[src/rtl/multicycle_control_unit_if.sv]
// ============================================================================
// multicycle_control_unit_if : opcode/handshake inputs and datapath controls
// Revision 1.0 : initial release
// ============================================================================
`default_nettype none

interface multicycle_control_unit_if;
  logic [5:0] opcode;
  logic       mem_ready;
  logic       pc_write;
  logic       pc_write_cond;
  logic       i_or_d;
  logic       mem_read;
  logic       mem_write;
  logic       ir_write;
  logic       mem_to_reg;
  logic       reg_dst;
  logic       reg_write;
  logic       alu_src_a;
  logic [1:0] alu_src_b;
  logic [1:0] pc_source;
  logic [1:0] alu_op;
  logic       illegal_op;

  modport master (
    input  opcode, mem_ready,
    output pc_write, pc_write_cond, i_or_d, mem_read, mem_write, ir_write,
           mem_to_reg, reg_dst, reg_write, alu_src_a, alu_src_b, pc_source,
           alu_op, illegal_op
  );

  modport slave (
    output opcode, mem_ready,
    input  pc_write, pc_write_cond, i_or_d, mem_read, mem_write, ir_write,
           mem_to_reg, reg_dst, reg_write, alu_src_a, alu_src_b, pc_source,
           alu_op, illegal_op
  );
endinterface

`default_nettype wire

[src/rtl/multicycle_control_unit.sv]
// ============================================================================
// multicycle_control_unit : main control FSM of the multicycle MIPS datapath
// Optional addi support via macro MCU_ADDI_EN.   Revision 1.0 : initial release
// ============================================================================
`default_nettype none

module multicycle_control_unit #(
  parameter int STATE_W = 4
) (
  input  wire logic                   clk,
  input  wire logic                   reset,
  multicycle_control_unit_if.master   bus,
  output logic [STATE_W-1:0]          dbg_state
);

  localparam logic [5:0] OP_LW   = 6'b100011;
  localparam logic [5:0] OP_SW   = 6'b101011;
  localparam logic [5:0] OP_R    = 6'b000000;
  localparam logic [5:0] OP_BEQ  = 6'b000100;
  localparam logic [5:0] OP_J    = 6'b000010;
`ifdef MCU_ADDI_EN
  localparam logic [5:0] OP_ADDI = 6'b001000;
`endif

  typedef enum logic [STATE_W-1:0] {
    FETCH     = STATE_W'(0),
    DECODE    = STATE_W'(1),
    MEM_ADDR  = STATE_W'(2),
    MEM_RD    = STATE_W'(3),
    MEM_WB    = STATE_W'(4),
    MEM_WR    = STATE_W'(5),
    R_EXEC    = STATE_W'(6),
    R_WB      = STATE_W'(7),
    BRANCH    = STATE_W'(8),
`ifdef MCU_ADDI_EN
    JUMP      = STATE_W'(9),
    ADDI_EXEC = STATE_W'(10),
    ADDI_WB   = STATE_W'(11)
`else
    JUMP      = STATE_W'(9)
`endif
  } state_t;

  state_t     state_q;
  state_t     state_d;
  logic [5:0] op_q;

  always_ff @(posedge clk) begin
    if (reset) begin
      state_q <= FETCH;
      op_q    <= '0;
    end else begin
      state_q <= state_d;
      if (state_q == DECODE)
        op_q <= bus.opcode;
    end
  end

  assign dbg_state = state_q;

  always_comb begin
    state_d           = FETCH;
    bus.pc_write      = 1'b0;
    bus.pc_write_cond = 1'b0;
    bus.i_or_d        = 1'b0;
    bus.mem_read      = 1'b0;
    bus.mem_write     = 1'b0;
    bus.ir_write      = 1'b0;
    bus.mem_to_reg    = 1'b0;
    bus.reg_dst       = 1'b0;
    bus.reg_write     = 1'b0;
    bus.alu_src_a     = 1'b0;
    bus.alu_src_b     = 2'b00;
    bus.pc_source     = 2'b00;
    bus.alu_op        = 2'b00;
    bus.illegal_op    = 1'b0;

    case (state_q)
      FETCH: begin
        bus.mem_read  = 1'b1;
        bus.alu_src_b = 2'b01;
        // IR and PC only update in the cycle the instruction read completes
        bus.ir_write  = bus.mem_ready;
        bus.pc_write  = bus.mem_ready;
        state_d       = bus.mem_ready ? DECODE : FETCH;
      end
      DECODE: begin
        bus.alu_src_b = 2'b11;
        case (bus.opcode)
          OP_LW, OP_SW: state_d = MEM_ADDR;
          OP_R:         state_d = R_EXEC;
          OP_BEQ:       state_d = BRANCH;
          OP_J:         state_d = JUMP;
`ifdef MCU_ADDI_EN
          OP_ADDI:      state_d = ADDI_EXEC;
`endif
          default: begin
            bus.illegal_op = 1'b1;
            state_d        = FETCH;
          end
        endcase
      end
      MEM_ADDR: begin
        bus.alu_src_a = 1'b1;
        bus.alu_src_b = 2'b10;
        // Only lw/sw reach here, so the latched opcode picks the direction
        state_d       = (op_q == OP_LW) ? MEM_RD : MEM_WR;
      end
      MEM_RD: begin
        bus.mem_read = 1'b1;
        bus.i_or_d   = 1'b1;
        state_d      = bus.mem_ready ? MEM_WB : MEM_RD;
      end
      MEM_WB: begin
        bus.reg_write  = 1'b1;
        bus.mem_to_reg = 1'b1;
        state_d        = FETCH;
      end
      MEM_WR: begin
        bus.mem_write = 1'b1;
        bus.i_or_d    = 1'b1;
        state_d       = bus.mem_ready ? FETCH : MEM_WR;
      end
      R_EXEC: begin
        bus.alu_src_a = 1'b1;
        bus.alu_op    = 2'b10;
        state_d       = R_WB;
      end
      R_WB: begin
        bus.reg_dst   = 1'b1;
        bus.reg_write = 1'b1;
        state_d       = FETCH;
      end
      BRANCH: begin
        bus.alu_src_a     = 1'b1;
        bus.alu_op        = 2'b01;
        bus.pc_write_cond = 1'b1;
        bus.pc_source     = 2'b01;
        state_d           = FETCH;
      end
      JUMP: begin
        bus.pc_write  = 1'b1;
        bus.pc_source = 2'b10;
        state_d       = FETCH;
      end
`ifdef MCU_ADDI_EN
      ADDI_EXEC: begin
        bus.alu_src_a = 1'b1;
        bus.alu_src_b = 2'b10;
        state_d       = ADDI_WB;
      end
      ADDI_WB: begin
        bus.reg_write = 1'b1;
        state_d       = FETCH;
      end
`endif
      default: state_d = FETCH;
    endcase
  end

endmodule

`default_nettype wire

[src/flat_wrapper.sv]
// flat-port wrapper written by rule: the top's interface ports become plain ports
module multicycle_control_unit_flat 
#(
  parameter int STATE_W = 4
)
  (clk, reset, dbg_state, bus_opcode, bus_mem_ready, bus_pc_write, bus_pc_write_cond, bus_i_or_d, bus_mem_read, bus_mem_write, bus_ir_write, bus_mem_to_reg, bus_reg_dst, bus_reg_write, bus_alu_src_a, bus_alu_src_b, bus_pc_source, bus_alu_op, bus_illegal_op);
  multicycle_control_unit_if bus_i ();
  input  wire logic clk;
  input  wire logic reset;
  output logic [STATE_W-1:0] dbg_state;
  input wire logic [$bits(bus_i.opcode)-1:0] bus_opcode;
  input wire logic [$bits(bus_i.mem_ready)-1:0] bus_mem_ready;
  output wire logic [$bits(bus_i.pc_write)-1:0] bus_pc_write;
  output wire logic [$bits(bus_i.pc_write_cond)-1:0] bus_pc_write_cond;
  output wire logic [$bits(bus_i.i_or_d)-1:0] bus_i_or_d;
  output wire logic [$bits(bus_i.mem_read)-1:0] bus_mem_read;
  output wire logic [$bits(bus_i.mem_write)-1:0] bus_mem_write;
  output wire logic [$bits(bus_i.ir_write)-1:0] bus_ir_write;
  output wire logic [$bits(bus_i.mem_to_reg)-1:0] bus_mem_to_reg;
  output wire logic [$bits(bus_i.reg_dst)-1:0] bus_reg_dst;
  output wire logic [$bits(bus_i.reg_write)-1:0] bus_reg_write;
  output wire logic [$bits(bus_i.alu_src_a)-1:0] bus_alu_src_a;
  output wire logic [$bits(bus_i.alu_src_b)-1:0] bus_alu_src_b;
  output wire logic [$bits(bus_i.pc_source)-1:0] bus_pc_source;
  output wire logic [$bits(bus_i.alu_op)-1:0] bus_alu_op;
  output wire logic [$bits(bus_i.illegal_op)-1:0] bus_illegal_op;
  assign bus_i.opcode = bus_opcode;
  assign bus_i.mem_ready = bus_mem_ready;
  assign bus_pc_write = bus_i.pc_write;
  assign bus_pc_write_cond = bus_i.pc_write_cond;
  assign bus_i_or_d = bus_i.i_or_d;
  assign bus_mem_read = bus_i.mem_read;
  assign bus_mem_write = bus_i.mem_write;
  assign bus_ir_write = bus_i.ir_write;
  assign bus_mem_to_reg = bus_i.mem_to_reg;
  assign bus_reg_dst = bus_i.reg_dst;
  assign bus_reg_write = bus_i.reg_write;
  assign bus_alu_src_a = bus_i.alu_src_a;
  assign bus_alu_src_b = bus_i.alu_src_b;
  assign bus_pc_source = bus_i.pc_source;
  assign bus_alu_op = bus_i.alu_op;
  assign bus_illegal_op = bus_i.illegal_op;
  multicycle_control_unit #(.STATE_W(STATE_W)) u_core (.clk(clk), .reset(reset), .bus(bus_i), .dbg_state(dbg_state));
endmodule
[config.mk]
export PLATFORM = sky130hd
export DESIGN_NAME = multicycle_control_unit_flat
export DESIGN_NICKNAME = d
export VERILOG_FILES = /design/src/rtl/multicycle_control_unit_if.sv /design/src/rtl/multicycle_control_unit.sv /design/src/flat_wrapper.sv
export SDC_FILE = /design/constraint.sdc
export NUM_CORES = 1
export LEC_CHECK = 0
export CORE_ASPECT_RATIO = 1.2
export CORE_MARGIN = 3
export CORE_UTILIZATION = 44
export CTS_CLUSTER_DIAMETER = 60
export DETAILED_ROUTE_END_ITERATION = 8
export PLACE_DENSITY = 0.8
export REMOVE_ABC_BUFFERS = 1
export SYNTH_ARGS = -nofsm -noshare
export SYNTH_HDL_FRONTEND = slang
export SYNTH_SLANG_ARGS = --single-unit
[constraint.sdc]
create_clock -name clk -period 3.95 [get_ports clk]
set_input_delay 0.5925 -clock clk [delete_from_list [all_inputs] [get_ports clk]]
set_output_delay 0.5925 -clock clk [all_outputs]
set_load 0.02 [all_outputs]
# == Word-level counts from Yosys, hierarchy flattened ==
# Index checks and enable logic that the tools add are counted.
# classes
addsub,0
multipliers,0
div,0
magnitude_cmp,0
n_eq_ne,14
n_shift,0
mux,21
n_bitwise,0
reduce_logical,8
# ops
operator,n
4-bit case mux with 6 select lines,1
"6-bit == test, second input constant",3
"4-bit by 3-bit == test with 1-bit output, second input constant",4
4-bit case mux with 4 select lines,1
1-bit two-way mux,12
3-bit two-way mux,3
"4-bit by 2-bit == test with 1-bit output, second input constant",2
"4-bit == test, second input constant",2
2-bit case mux with 2 select lines,2
2-bit OR reduction,4
"6-bit by 2-bit == test with 1-bit output, second input constant",1
"6-bit by 3-bit == test with 1-bit output, second input constant",1
6-bit zero test,1
2-bit case mux with 3 select lines,1
5-bit OR reduction,1
"4-bit by 1-bit == test with 1-bit output, second input constant",1
4-bit zero test,1
3-bit OR reduction,1
1-bit case mux with 2 select lines,1
# word_totals
register_bits,10
latchBits,0
ram_bits,0
rom_bits,0
in_bits,9
elab_cells,45
memories,0

# == Logic depth before layout (Yosys ltp) ==
# Gate-level depths: netlist (run 1).
# logic_depth
depth_word,4
mapped_depth,6

# == Least setup slack after synthesis (run 1) ==
# No wires, ideal clock.
# synth_timing
path_type,register to output
startpoint,reg u_core.state_q[0] (netlist: u_core.dbg_state[0])
endpoint,out bus_reg_write
arrival_time_ps,1564
required_ps,3357
setup_slack_ps,1794
path_stages_with_launch,5
path_cell_list,dfxtp_1 > buf_4 > clkbuf_1 > nor3_1 > or2_2
# synth_between
elab_chain_cells,3
# synth_rtl
item,line,source
"start, declared",multicycle_control_unit.sv:44,state_t state_q;
"start signal, assigned",multicycle_control_unit.sv:53,state_q <= state_d;
4-bit by 3-bit == test with 1-bit output,multicycle_control_unit.sv:78,case (state_q)
2-bit OR reduction (no line) (*),-,
1-bit two-way mux (*),multicycle_control_unit.sv:78,
"end, declared",flat_wrapper.sv:21,output wire logic [$bits(bus_i.reg_write)-1:0] bus_reg_write;
# Mark *: on every way between the ends. The rest lies on a longest branch, timed or not.

# == Worst setup path in the final report (run 1) ==
# layout_timing
startpoint,in bus_opcode[3]
endpoint,out bus_illegal_op
# layout_between
elab_chain_cells,4
# layout_rtl
item,line,source
"start, declared",flat_wrapper.sv:11,input wire logic [$bits(bus_i.opcode)-1:0] bus_opcode;
6-bit == test (tied with other cells),multicycle_control_unit.sv:89,case (bus.opcode)
5-bit OR reduction (no line) (*),-,
1-bit two-way mux (*),multicycle_control_unit.sv:89,
1-bit two-way mux (*),multicycle_control_unit.sv:78,
"end, declared",flat_wrapper.sv:26,output wire logic [$bits(bus_i.illegal_op)-1:0] bus_illegal_op;
# Marks and branches as above.

==> impl_metrics.sql, run 1 <==
INSERT INTO impl_metrics (metric_group, metric, value, unit) VALUES
('run_status', 'outcome', 'finished clean', ''),
('grt', 'total_global_route_track_usage', '17.90', '%'),
('worst_setup_path', 'critical_path.startpoint_type', 'input port', ''),
('final_layout', 'final_cells', '140', ''),
('worst_setup_path', 'slowest_delay', '530', 'ps'),
('die', 'die-area', '0.002119', 'mm²'),
('clocking', 'worstSkewPairLatency', '260', 'ps'),
('timing', 'final.setup_skew', '1.827', 'ps'),
('power_and_ir_drop', 'share_comb_of_total_power', '22.6', '%'),
('final_layout', 'area_delta_synth_final', '42.63', '%'),
('yosys', 'synth_seq_area_share', '28.42', '%'),
('clocking', 'clk_path_buf_depth', '2', ''),
('final_layout', 'finalInstanceArea', '0.001005', 'mm²'),
('grt', 'grt_antenna_before_repair', '0', ''),
('worst_setup_path', 'critical_path.slowest_cell', 'clkdlybuf4s50_1', ''),
('worst_setup_path', 'cp_top_family', 'buffers and inverters', ''),
('die', 'num_rows', '15', ''),
('worst_setup_path', 'worstPathBufferInverterCount', '2', ''),
('power_and_ir_drop', 'power.share.clock', '29.7', '%'),
('final_layout', 'area_used_by_sequential_logic_in_the_layout', '200.2', 'µm²'),
('worst_setup_path', 'rr_endpoint', 'u_core.dbg_state[0]', ''),
('clocking', 'post_cts_hold_buffer_count', '0', ''),
('worst_setup_path', 'reg2reg_setup_slack', '1930', 'ps'),
('power_and_ir_drop', 'p_switching', '0.06406', 'mW'),
('placement', 'place_congestion', '0.8008', ''),
('placement', 'port_buffers', '29', ''),
('yosys', 'yosysWarningCount', '0', ''),
('timing', 'post-route-worst-setup-slack', '967.6', 'ps'),
('yosys', 'synthesis.area_per_instance', '7.188', 'µm²'),
('power_and_ir_drop', 'power.ir.vdd_worst', '0.0002298', 'V'),
('power_and_ir_drop', 'p_leak', '0.3411', 'nW'),
('final_layout', 'finish.net_count', '134', ''),
('grt', 'grt_pass1_wl', '2.842', 'mm'),
('die', 'floorplan.die.height', '49.83', 'µm'),
('drt', 'routed_via_density', '5.557', ''),
('clocking', 'htree_levels', '1', ''),
('drt', 'route.detailed.drc', '0', ''),
('placement', 'placed_cells', '137', ''),
('power_and_ir_drop', 'post-layout-total-power', '0.2294', 'mW'),
('worst_setup_path', 'rr_worst_depth', '4', ''),
('grt', 'maximum_number_of_pins_on_one_net_before_global_route_repair', '19', ''),
('placement', 'dp_hpwl', '1.345', 'mm'),
('worst_setup_path', 'critPathCaptureType', 'output port', ''),
('final_layout', 'post-route-util', '68.63', '%'),
('worst_setup_path', 'timing.critical_path.cells', 'clkdlybuf4s50_1 -> or3_1 -> a21oi_1 -> nor2_1 -> o21a_1 -> clkdlybuf4s50_1', ''),
('power_and_ir_drop', 'power.share.switching', '27.93', '%'),
('worst_setup_path', 'worst_path_most_repeated_cell', 'clkdlybuf4s50_1', ''),
('yosys', 'synth_cell_types', '30', ''),
('timing', 'timing.fmax', '335.3', 'MHz'),
('timing', 'setup_violations', '0', ''),
('flow_run', 'drv.max_cap_violation_count', '0', ''),
('timing', 'grt_setup_unrepaired', 'false', ''),
('worst_setup_path', 'critical_path.reg2reg.startpoint', 'u_core.dbg_state[0]', ''),
('timing', 'finalHoldViolations', '0', ''),
('power_and_ir_drop', 'power.density', '228.3', 'mW/mm²'),
('die', 'io_pins', '30', ''),
('drt', 'detail_route.wl_per_cell', '12.78', 'µm'),
('final_layout', 'drive_gt1_share', '6.504', '%'),
('timing', 'period_share', '75.50', '%'),
('worst_setup_path', 'worst-path-max-fanout', '4', ''),
('drt', 'antenna_violating_nets_left', '0', ''),
('placement', 'place_area', '982.2', 'µm²'),
('hold_path', 'min_delay_worst_endpoint', 'u_core.op_q[2]', ''),
('placement', 'preCtsSetupSlack', '991.0', 'ps'),
('clocking', 'post_cts_buffers', '0', ''),
('hold_path', 'holdCritStartpoint', 'u_core.op_q[2]', ''),
('final_layout', 'multi_input_area', '455.4', 'µm²'),
('worst_setup_path', 'worst-setup-path-type', 'input port to output port', ''),
('drt', 'postRouteWirelength', '1.789', 'mm'),
('hold_path', 'class_of_the_most_critical_hold_timing_path', 'flop to flop', ''),
('clocking', 'cts_made_buffers', '3', '');
-- cell usage after synthesis --
cell / n / area (µm²)
o21ai_0: 1 / 5.000
or4b_1: 1 / 10.01
buf_1: 1 / 3.750
inv_1: 2 / 7.510
buf_4: 3 / 22.52
nand3_1: 1 / 5.000
and3_1: 1 / 6.260
dfxtp_1: 10 / 200.2
o22a_1: 1 / 8.760
o22ai_1: 1 / 6.260
and2_1: 1 / 6.260
nor2b_1: 3 / 18.77
nor2_1: 8 / 30.03
mux2_2: 1 / 11.26
o21a_1: 2 / 15.01
or2_2: 1 / 6.260
mux2i_1: 1 / 10.01
clkbuf_1: 4 / 15.01
nand2b_1: 4 / 25.02
nand4bb_1: 1 / 11.26
nor4_4: 1 / 21.27
nor3b_1: 2 / 15.01
a211o_1: 2 / 17.52
xnor2_1: 3 / 26.28
nand2_1: 15 / 56.30
o31ai_1: 1 / 7.510
nor3_1: 13 / 65.06
or3_1: 2 / 12.51
a21oi_2: 1 / 8.760
a21oi_1: 10 / 50.05
-- sequential cells by signal, summed over array words and instances, names as in the netlist --
| signal | flops |
|---|---|
| u_core.dbg_state | 4 |
| u_core.op_q | 6 |
-- cell families after synthesis --
family	after synthesis	share of synthesized area [%]
flops	10	28.42
buf+inv	10	6.926
xor+xnor	3	3.731
mux	2	3.019
compound gates	19	16.87
simple gates	54	41.03
-- worst reg2reg max path, stage by stage, from the launching register on --
cell,delay (ps)
dfxtp_1,690
or4b_1,690
nor4_4,320
nand2_1,120
a21oi_2,140
-- routing by layer --
layer	routed length [µm]	GRT usage, %
met5	0	0
met4	47	14.51
met3	132	4.015
met2	843	29.70
met1	767	18.89
-- layout by cell type, fill, tap and decap left out, drive strengths merged --
master / count
or4b: 1
and3: 1
buf: 1
inv: 2
nand2b: 4
mux2: 1
o22ai: 1
o22a: 1
nand3: 1
clkbuf: 3
nand2: 15
nor4: 1
xnor2: 3
o21a: 2
nor3: 13
and2: 1
dfxtp: 10
nor2b: 3
or2: 1
o31ai: 1
nor2: 8
o21ai: 1
mux2i: 1
nor3b: 2
a21oi: 11
nand4bb: 1
clkdlybuf4s50: 29
a211o: 2
or3: 2
-- power by group through the flow --
| stage | clock [mW] | combinational, mW | sequential (mW) |
|---|---|---|---|
| finish | 0.0680 | 0.0518 | 0.110 |
| detailed placement | 0 | 0.0517 | 0.112 |
| floorplan | 0 | 0.0244 | 0.111 |
| CTS | 0.0695 | 0.0518 | 0.110 |
| global route | 0.0750 | 0.0558 | 0.110 |
| global placement | 0 | 0.0501 | 0.112 |
-- final cells by class --
type,instances,share of cell area [%]
multi-input cells,78,45.33
clock buffers,3,2.242
flip-flops and latches,10,19.93
inverters,2,0.7472
well taps,17,2.117
repair buffers,30,29.64
-- how the worst max path moves through the flow --
stage,from,to,cells after the start
3_5_place_dp,bus_opcode[3],bus_illegal_op,6
3_3_place_gp,bus_opcode[3],bus_illegal_op,6
4_1_cts,bus_opcode[3],bus_illegal_op,6
2_1_floorplan,u_core.dbg_state[1],bus_reg_write,3
6_report,bus_opcode[3],bus_illegal_op,6
5_1_grt,bus_opcode[3],bus_illegal_op,6
Note: power is estimated with default switching activity, not from simulation.
==> run 2: changes to the inputs <==
--- a/config.mk
+++ b/config.mk
@@ -7,10 +7,10 @@
 export LEC_CHECK = 0
 export CORE_ASPECT_RATIO = 1.2
 export CORE_MARGIN = 3
-export CORE_UTILIZATION = 44
+export CORE_UTILIZATION = 41
 export CTS_CLUSTER_DIAMETER = 60
 export DETAILED_ROUTE_END_ITERATION = 8
-export PLACE_DENSITY = 0.8
+export PLACE_DENSITY = 0.75
 export REMOVE_ABC_BUFFERS = 1
 export SYNTH_ARGS = -nofsm -noshare
 export SYNTH_HDL_FRONTEND = slang
==> constraint.sdc (replaced) <==
create_clock -name clk -period 3.1 [get_ports clk]
set_input_delay 0.465 -clock clk [delete_from_list [all_inputs] [get_ports clk]]
set_output_delay 0.465 -clock clk [all_outputs]
set_load 0.02 [all_outputs]
==> impl_metrics.sql, run 2 (same netlist as run 1, synthesis figures left out) <==
INSERT INTO impl_metrics (metric_group, metric, value, unit) VALUES
('placement', 'port_buffers', '29', ''),
('drt', 'drt_iter0_markers', '19', ''),
('grt', 'total_global_route_track_usage', '15.69', '%'),
('power_and_ir_drop', 'power.ir.vdd_worst', '0.0003357', 'V'),
('final_layout', 'mostFrequentLayoutCells', '29 x clkdlybuf4s50_1, 15 x nand2_1, 13 x nor3_1', ''),
('final_layout', 'final_cells', '141', ''),
('grt', 'gr-total-overflow', '0', ''),
('worst_setup_path', 'worst-path-max-fanout', '4', ''),
('worst_setup_path', 'worst-setup-path-type', 'input port to output port', ''),
('timing', 'finalHoldViolations', '0', ''),
('timing', 'post-route-worst-setup-slack', '401.4', 'ps'),
('final_layout', 'n_antenna_cell', '0', ''),
('clocking', 'post_cts_buffers', '0', ''),
('clocking', 'htree_levels', '1', ''),
('worst_setup_path', 'critPathCaptureType', 'output port', ''),
('drt', 'detail_route.wl_per_cell', '11.67', 'µm'),
('final_layout', 'drive_gt1_share', '7.258', '%'),
('placement', 'dp_hpwl', '1.277', 'mm'),
('die', 'floorplan.die.height', '51.41', 'µm'),
('placement', 'preCtsSetupSlack', '417.2', 'ps'),
('die', 'num_rows', '15', ''),
('timing', 'final_max_slew_viol_count', '0', ''),
('final_layout', 'finish.net_count', '134', ''),
('final_layout', 'top_register', 'u_core.op_q', ''),
('die', 'fp.coreArea', '0.001520', 'mm²'),
('clocking', 'cts.sinks', '10', ''),
('grt', 'maximum_number_of_pins_on_one_net_before_global_route_repair', '19', ''),
('final_layout', 'area_delta_synth_final', '44.58', '%'),
('timing', 'grt_setup_unrepaired', 'false', ''),
('final_layout', 'largest_register_ff_count', '6', ''),
('worst_setup_path', 'reg2reg_setup_slack', '1140', 'ps'),
('die', 'die-area', '0.002254', 'mm²'),
('clocking', 'tritoncts', 'yes', ''),
('grt', 'first_global_vias', '658', ''),
('timing', 'timing.fmax', '370.6', 'MHz'),
('worst_setup_path', 'critical_path.startpoint_type', 'input port', ''),
('die', 'io_pins', '30', ''),
('clocking', 'cts_made_buffers', '3', ''),
('final_layout', 'fill_cells', '137', ''),
('clocking', 'clkSlewWorstSetupHoldPaths', '70', 'ps'),
('worst_setup_path', 'critPathArrivalTime', '2230', 'ps'),
('timing', 'timing.final.crit_period', '2699', 'ps'),
('flow_run', 'drv.max_cap_violation_count', '0', ''),
('power_and_ir_drop', 'post-layout-total-power', '0.3200', 'mW'),
('power_and_ir_drop', 'p_leak', '0.3483', 'nW'),
('drt', 'dr_total_vias', '764', ''),
('clocking', 'ctsResizeCount', '0', ''),
('die', 'initial_core_utilization', '46.34', '%'),
('timing', 'hold_slack', '454.4', 'ps'),
('timing', 'period_share', '87.05', '%'),
('placement', 'placed_cells', '137', ''),
('timing', 'fin_tns_setup', '0', 'ps'),
('drt', 'postRouteWirelength', '1.646', 'mm'),
('clocking', 'post_cts_hold_buffer_count', '0', ''),
('clocking', 'clk_path_buf_depth', '2', ''),
('worst_setup_path', 'worstPathRequired', '2630', 'ps'),
('drt', 'antenna_violating_nets_left', '0', ''),
('placement', 'place_congestion', '0.7964', ''),
('timing', 'setup_violations', '0', ''),
('drt', 'detail_route.first_pass.iterations', '5', ''),
('clocking', 'ctsRootBufferMaster', 'clkbuf_4', ''),
('timing', 'final.setup_skew', '7.200', 'ps'),
('timing', 'timing.max_slew.rel_slack', '62.51', '%'),
('grt', 'grt_antenna_before_repair', '0', ''),
('grt', 'grt_pass1_wl', '2.787', 'mm'),
('clocking', 'worstSkewPairLatency', '260', 'ps'),
('final_layout', 'mostFrequentLayoutCell', 'clkdlybuf4s50_1', ''),
('die', 'floorplan.die.width', '43.84', 'µm'),
('hold_path', 'class_of_the_most_critical_hold_timing_path', 'flop to flop', ''),
('run_status', 'outcome', 'finished clean', ''),
('drt', 'route.detailed.drc', '0', ''),
('power_and_ir_drop', 'power.density', '314.2', 'mW/mm²'),
('timing', 'max_slew.worst_pin.slew', '561.5', 'ps'),
('drt', 'routed_via_density', '5.418', '');
-- run 2: changes by cell type in the layout (fill, tap and decap cells not counted) --
cell and change:
clkbuf_8 +1
-- run 2: path summary, 6_finish.rpt --
check / start / end / cells after the start
setup / recovery: bus_opcode[5] / bus_illegal_op / 6
hold / removal: u_core.op_q[2] / u_core.op_q[2] / 2
setup reg to reg: u_core.dbg_state[0] / u_core.dbg_state[0] / 4
hold reg to reg: u_core.op_q[2] / u_core.op_q[2] / 2
-- run 2: report_power, final --
group / leakage, nW / total (mW) / switching, mW / internal (mW)
Sequential: 0.0814 / 0.139 / 0.00614 / 0.133
Combinational: 0.246 / 0.0646 / 0.0320 / 0.0326
Clock: 0.0210 / 0.116 / 0.0449 / 0.0712
-- run 2: final cells by class --
| type | count | area [µm²] | area share (%) |
|---|---|---|---|
| multi-input combinational | 78 | 455.4 | 44.72 |
| clock buffer | 4 | 36.28 | 3.563 |
| tap | 17 | 21.27 | 2.088 |
| sequential | 10 | 200.2 | 19.66 |
| timing repair buffer | 30 | 297.8 | 29.24 |
| inverter | 2 | 7.507 | 0.7371 |
-- run 2: worst max-delay path, stage by stage --
cell	delay (ps)
clkdlybuf4s50_1	440
or3_1	440
a21oi_1	140
nor2_1	60
o21a_1	160
clkdlybuf4s50_1	530
-- run 2: metal layers --
layer	vias to the layer above	wire, µm	share of wire (%)	track usage [%]
li1	395	-	-	-
met1	337	740	45	19.92
met2	32	765	46	26.21
met3	0	139	8.4	3.169
met4	0	0	0	4.523
met5	-	0	0	0
-- run 2: metrics by stage --
| step | util, % | instance area [µm²] |
|---|---|---|
| 3_3_place_gp | 64.61 | 982.2 |
| 6_report | 67.00 | 1018 |
| 4_1_cts | 67.00 | 1018 |
| 5_1_grt | 67.00 | 1018 |
| 2_1_floorplan | - | 663.1 |
| 3_5_place_dp | 64.61 | 982.2 |
==> run 3: changes to the inputs <==
--- a/config.mk
+++ b/config.mk
@@ -7,10 +7,11 @@
 export LEC_CHECK = 0
 export CORE_ASPECT_RATIO = 1.2
 export CORE_MARGIN = 3
-export CORE_UTILIZATION = 41
+export CORE_UTILIZATION = 45
+export CTS_BUF_LIST = sky130_fd_sc_hd__clkbuf_2
 export CTS_CLUSTER_DIAMETER = 60
 export DETAILED_ROUTE_END_ITERATION = 8
-export PLACE_DENSITY = 0.75
+export PLACE_DENSITY = 0.81
 export REMOVE_ABC_BUFFERS = 1
 export SYNTH_ARGS = -nofsm -noshare
 export SYNTH_HDL_FRONTEND = slang
==> constraint.sdc (replaced) <==
create_clock -name clk -period 3.3 [get_ports clk]
set_input_delay 0.495 -clock clk [delete_from_list [all_inputs] [get_ports clk]]
set_output_delay 0.495 -clock clk [all_outputs]
set_load 0.02 [all_outputs]
==> impl_metrics.sql, run 3 (same netlist as run 1, synthesis figures left out) <==
INSERT INTO impl_metrics (metric_group, metric, value, unit) VALUES
('worst_setup_path', 'rr_worst_depth', '4', ''),
('grt', 'grtUsageMet2', '33.25', '%'),
('final_layout', 'mostFrequentLayoutCell', 'clkdlybuf4s50_1', ''),
('timing', 'max_slew.worst_pin.slew', '553.4', 'ps'),
('worst_setup_path', 'critPathCaptureType', 'output port', ''),
('power_and_ir_drop', 'power.share.switching', '30.27', '%'),
('drt', 'antenna_violating_nets_left', '0', ''),
('worst_setup_path', 'rr_endpoint', 'u_core.dbg_state[0]', ''),
('clocking', 'tritoncts', 'yes', ''),
('placement', 'place_area', '982.2', 'µm²'),
('final_layout', 'mostFrequentLayoutCells', '29 x clkdlybuf4s50_1, 15 x nand2_1, 13 x nor3_1', ''),
('drt', 'postRouteWirelength', '1.786', 'mm'),
('clocking', 'post_cts_hold_buffer_count', '0', ''),
('drt', 'drt_iter0_markers', '19', ''),
('clocking', 'cts_made_buffers', '3', ''),
('timing', 'finalHoldViolations', '0', ''),
('grt', 'total_global_route_track_usage', '18.68', '%'),
('clocking', 'clk_path_buf_depth', '2', ''),
('die', 'num_rows', '15', ''),
('worst_setup_path', 'worstPathRequired', '2800', 'ps'),
('drt', 'route.detailed.drc', '0', ''),
('final_layout', 'n_antenna_cell', '0', ''),
('die', 'initial_core_utilization', '48.12', '%'),
('die', 'floorplan.die.width', '42.12', 'µm'),
('clocking', 'worstSkewPairLatency', '250', 'ps'),
('power_and_ir_drop', 'share_comb_of_total_power', '23.8', '%'),
('final_layout', 'area_delta_synth_final', '41.56', '%'),
('hold_path', 'holdCritStartpoint', 'u_core.op_q[4]', ''),
('hold_path', 'class_of_the_most_critical_hold_timing_path', 'flop to flop', ''),
('power_and_ir_drop', 'p_leak', '0.3397', 'nW'),
('clocking', 'ctsRootBufferMaster', 'clkbuf_2', ''),
('worst_setup_path', 'critical_path.startpoint_type', 'input port', ''),
('final_layout', 'top_register', 'u_core.op_q', ''),
('power_and_ir_drop', 'internal_power', '0.1805', 'mW'),
('power_and_ir_drop', 'power.sequential.fraction', '50.6', '%'),
('timing', 'period_share', '84.39', '%'),
('worst_setup_path', 'critPathArrivalTime', '2290', 'ps'),
('die', 'floorplan.die.height', '49.34', 'µm'),
('grt', 'grt_antenna_before_repair', '0', ''),
('hold_path', 'min_path_cells', '2', ''),
('grt', 'gr-total-overflow', '0', ''),
('timing', 'timing.final.crit_period', '2785', 'ps'),
('timing', 'timing.fmax', '359.1', 'MHz'),
('placement', 'port_buffers', '29', ''),
('drt', 'dr_total_vias', '782', ''),
('timing', 'setup_violations', '0', ''),
('clocking', 'htree_levels', '1', ''),
('grt', 'grt_pass1_wl', '3.049', 'mm'),
('worst_setup_path', 'worst-setup-path-type', 'input port to output port', ''),
('run_status', 'outcome', 'finished clean', ''),
('final_layout', 'finalInstanceArea', '997.2', 'µm²'),
('drt', 'detail_route.first_pass.iterations', '4', ''),
('clocking', 'post_cts_buffers', '0', ''),
('drt', 'routed_via_density', '5.586', ''),
('power_and_ir_drop', 'power.ir.vdd_worst', '0.0001704', 'V'),
('grt', 'maximum_number_of_pins_on_one_net_before_global_route_repair', '19', ''),
('grt', 'first_global_vias', '709', ''),
('worst_setup_path', 'reg2reg_setup_slack', '1340', 'ps'),
('timing', 'final_max_slew_viol_count', '0', ''),
('final_layout', 'finish.net_count', '134', ''),
('power_and_ir_drop', 'power.share.clock', '25.6', '%'),
('timing', 'grt_setup_unrepaired', 'false', ''),
('final_layout', 'drive_gt1_share', '6.504', '%'),
('clocking', 'ctsResizeCount', '0', ''),
('die', 'io_pins', '30', ''),
('worst_setup_path', 'critical_path.reg2reg.startpoint', 'u_core.dbg_state[0]', ''),
('clocking', 'clkSlewWorstSetupHoldPaths', '100', 'ps'),
('worst_setup_path', 'worst-path-max-fanout', '4', ''),
('power_and_ir_drop', 'power.density', '259.6', 'mW/mm²'),
('grt', 'grt.met3_usage', '4.428', '%'),
('hold_path', 'min_delay_worst_endpoint', 'u_core.op_q[4]', ''),
('clocking', 'cts.sinks', '10', ''),
('die', 'fp.coreArea', '0.001464', 'mm²'),
('grt', 'global_route.peak_usage_layer', 'met2', ''),
('final_layout', 'largest_register_ff_count', '6', ''),
('timing', 'final.setup_skew', '8.686', 'ps'),
('flow_run', 'drv.max_cap_violation_count', '0', ''),
('placement', 'dp_hpwl', '1.382', 'mm'),
('grt', 'met1_usage', '21.08', '%'),
('die', 'die-area', '0.002078', 'mm²'),
('timing', 'fin_tns_setup', '0', 'ps'),
('placement', 'place_congestion', '0.8145', ''),
('drt', 'detail_route.wl_per_cell', '12.76', 'µm'),
('timing', 'timing.max_slew.rel_slack', '63.05', '%'),
('power_and_ir_drop', 'p_switching', '0.07838', 'mW');
-- run 3: changes by cell type in the layout (fill, tap and decap cells not counted), sizes merged --
cell / previous run / this run
clkbuf: 4 / 3
-- run 3: routing by layer --
layer	part of all wire [%]	wire [µm]	vias up
met3	6.4	114	0
met5	0	0	-
met2	51	904	33
li1	-	-	392
met1	43	767	357
met4	0	0	0
-- run 3: per-stage QoR --
step                      setup WS (ps)  hold WS [ps]  util, %  power, mW  cells
final                             515.1         463.5    68.12     0.2589    140
after global routing              411.7         499.1    68.12     0.2722    140
after CTS                         526.2         463.2    68.12     0.2602    140
after detailed placement          527.3         448.6    67.09     0.1950    137
after global placement            559.1         442.6    67.09     0.1935    137
after floorplan                    1126         425.5        -     0.1625     90
-- run 3: worst max path at each step --
stage / startpoint / to / cells after the start / slack [ps]
2_1_floorplan: u_core.dbg_state[1] / bus_reg_write / 3 / 1130
3_3_place_gp: bus_opcode[3] / bus_illegal_op / 6 / 560
3_5_place_dp: bus_opcode[5] / bus_illegal_op / 6 / 530
4_1_cts: bus_opcode[5] / bus_illegal_op / 6 / 530
5_1_grt: u_core.dbg_state[0] / bus_illegal_op / 5 / 410
6_report: bus_opcode[5] / bus_illegal_op / 6 / 520
-- run 3: power groups by stage --
stage                     clock network [mW]  logic, mW  registers [mW]
after floorplan                            0     0.0292           0.133
after global placement                     0     0.0600           0.133
after detailed placement                   0     0.0613           0.134
after CTS                             0.0678     0.0616           0.131
after global routing                  0.0732     0.0672           0.132
final                                 0.0663     0.0617           0.131
-- run 3: critical path, stage by stage --
cell and delay (ps):
clkdlybuf4s50_1 450, or3_1 450, a21oi_1 150, nor2_1 60, o21a_1 160, clkdlybuf4s50_1 530
-- run 3: layout make-up --
type | count | area (µm²)
Fill cell | 131 | 466.7
Multi-Input combinational cell | 78 | 455.4
Timing Repair Buffer | 30 | 297.8
Sequential cell | 10 | 200.2
Tap cell | 17 | 21.27
Clock buffer | 3 | 15.01
Inverter | 2 | 7.507
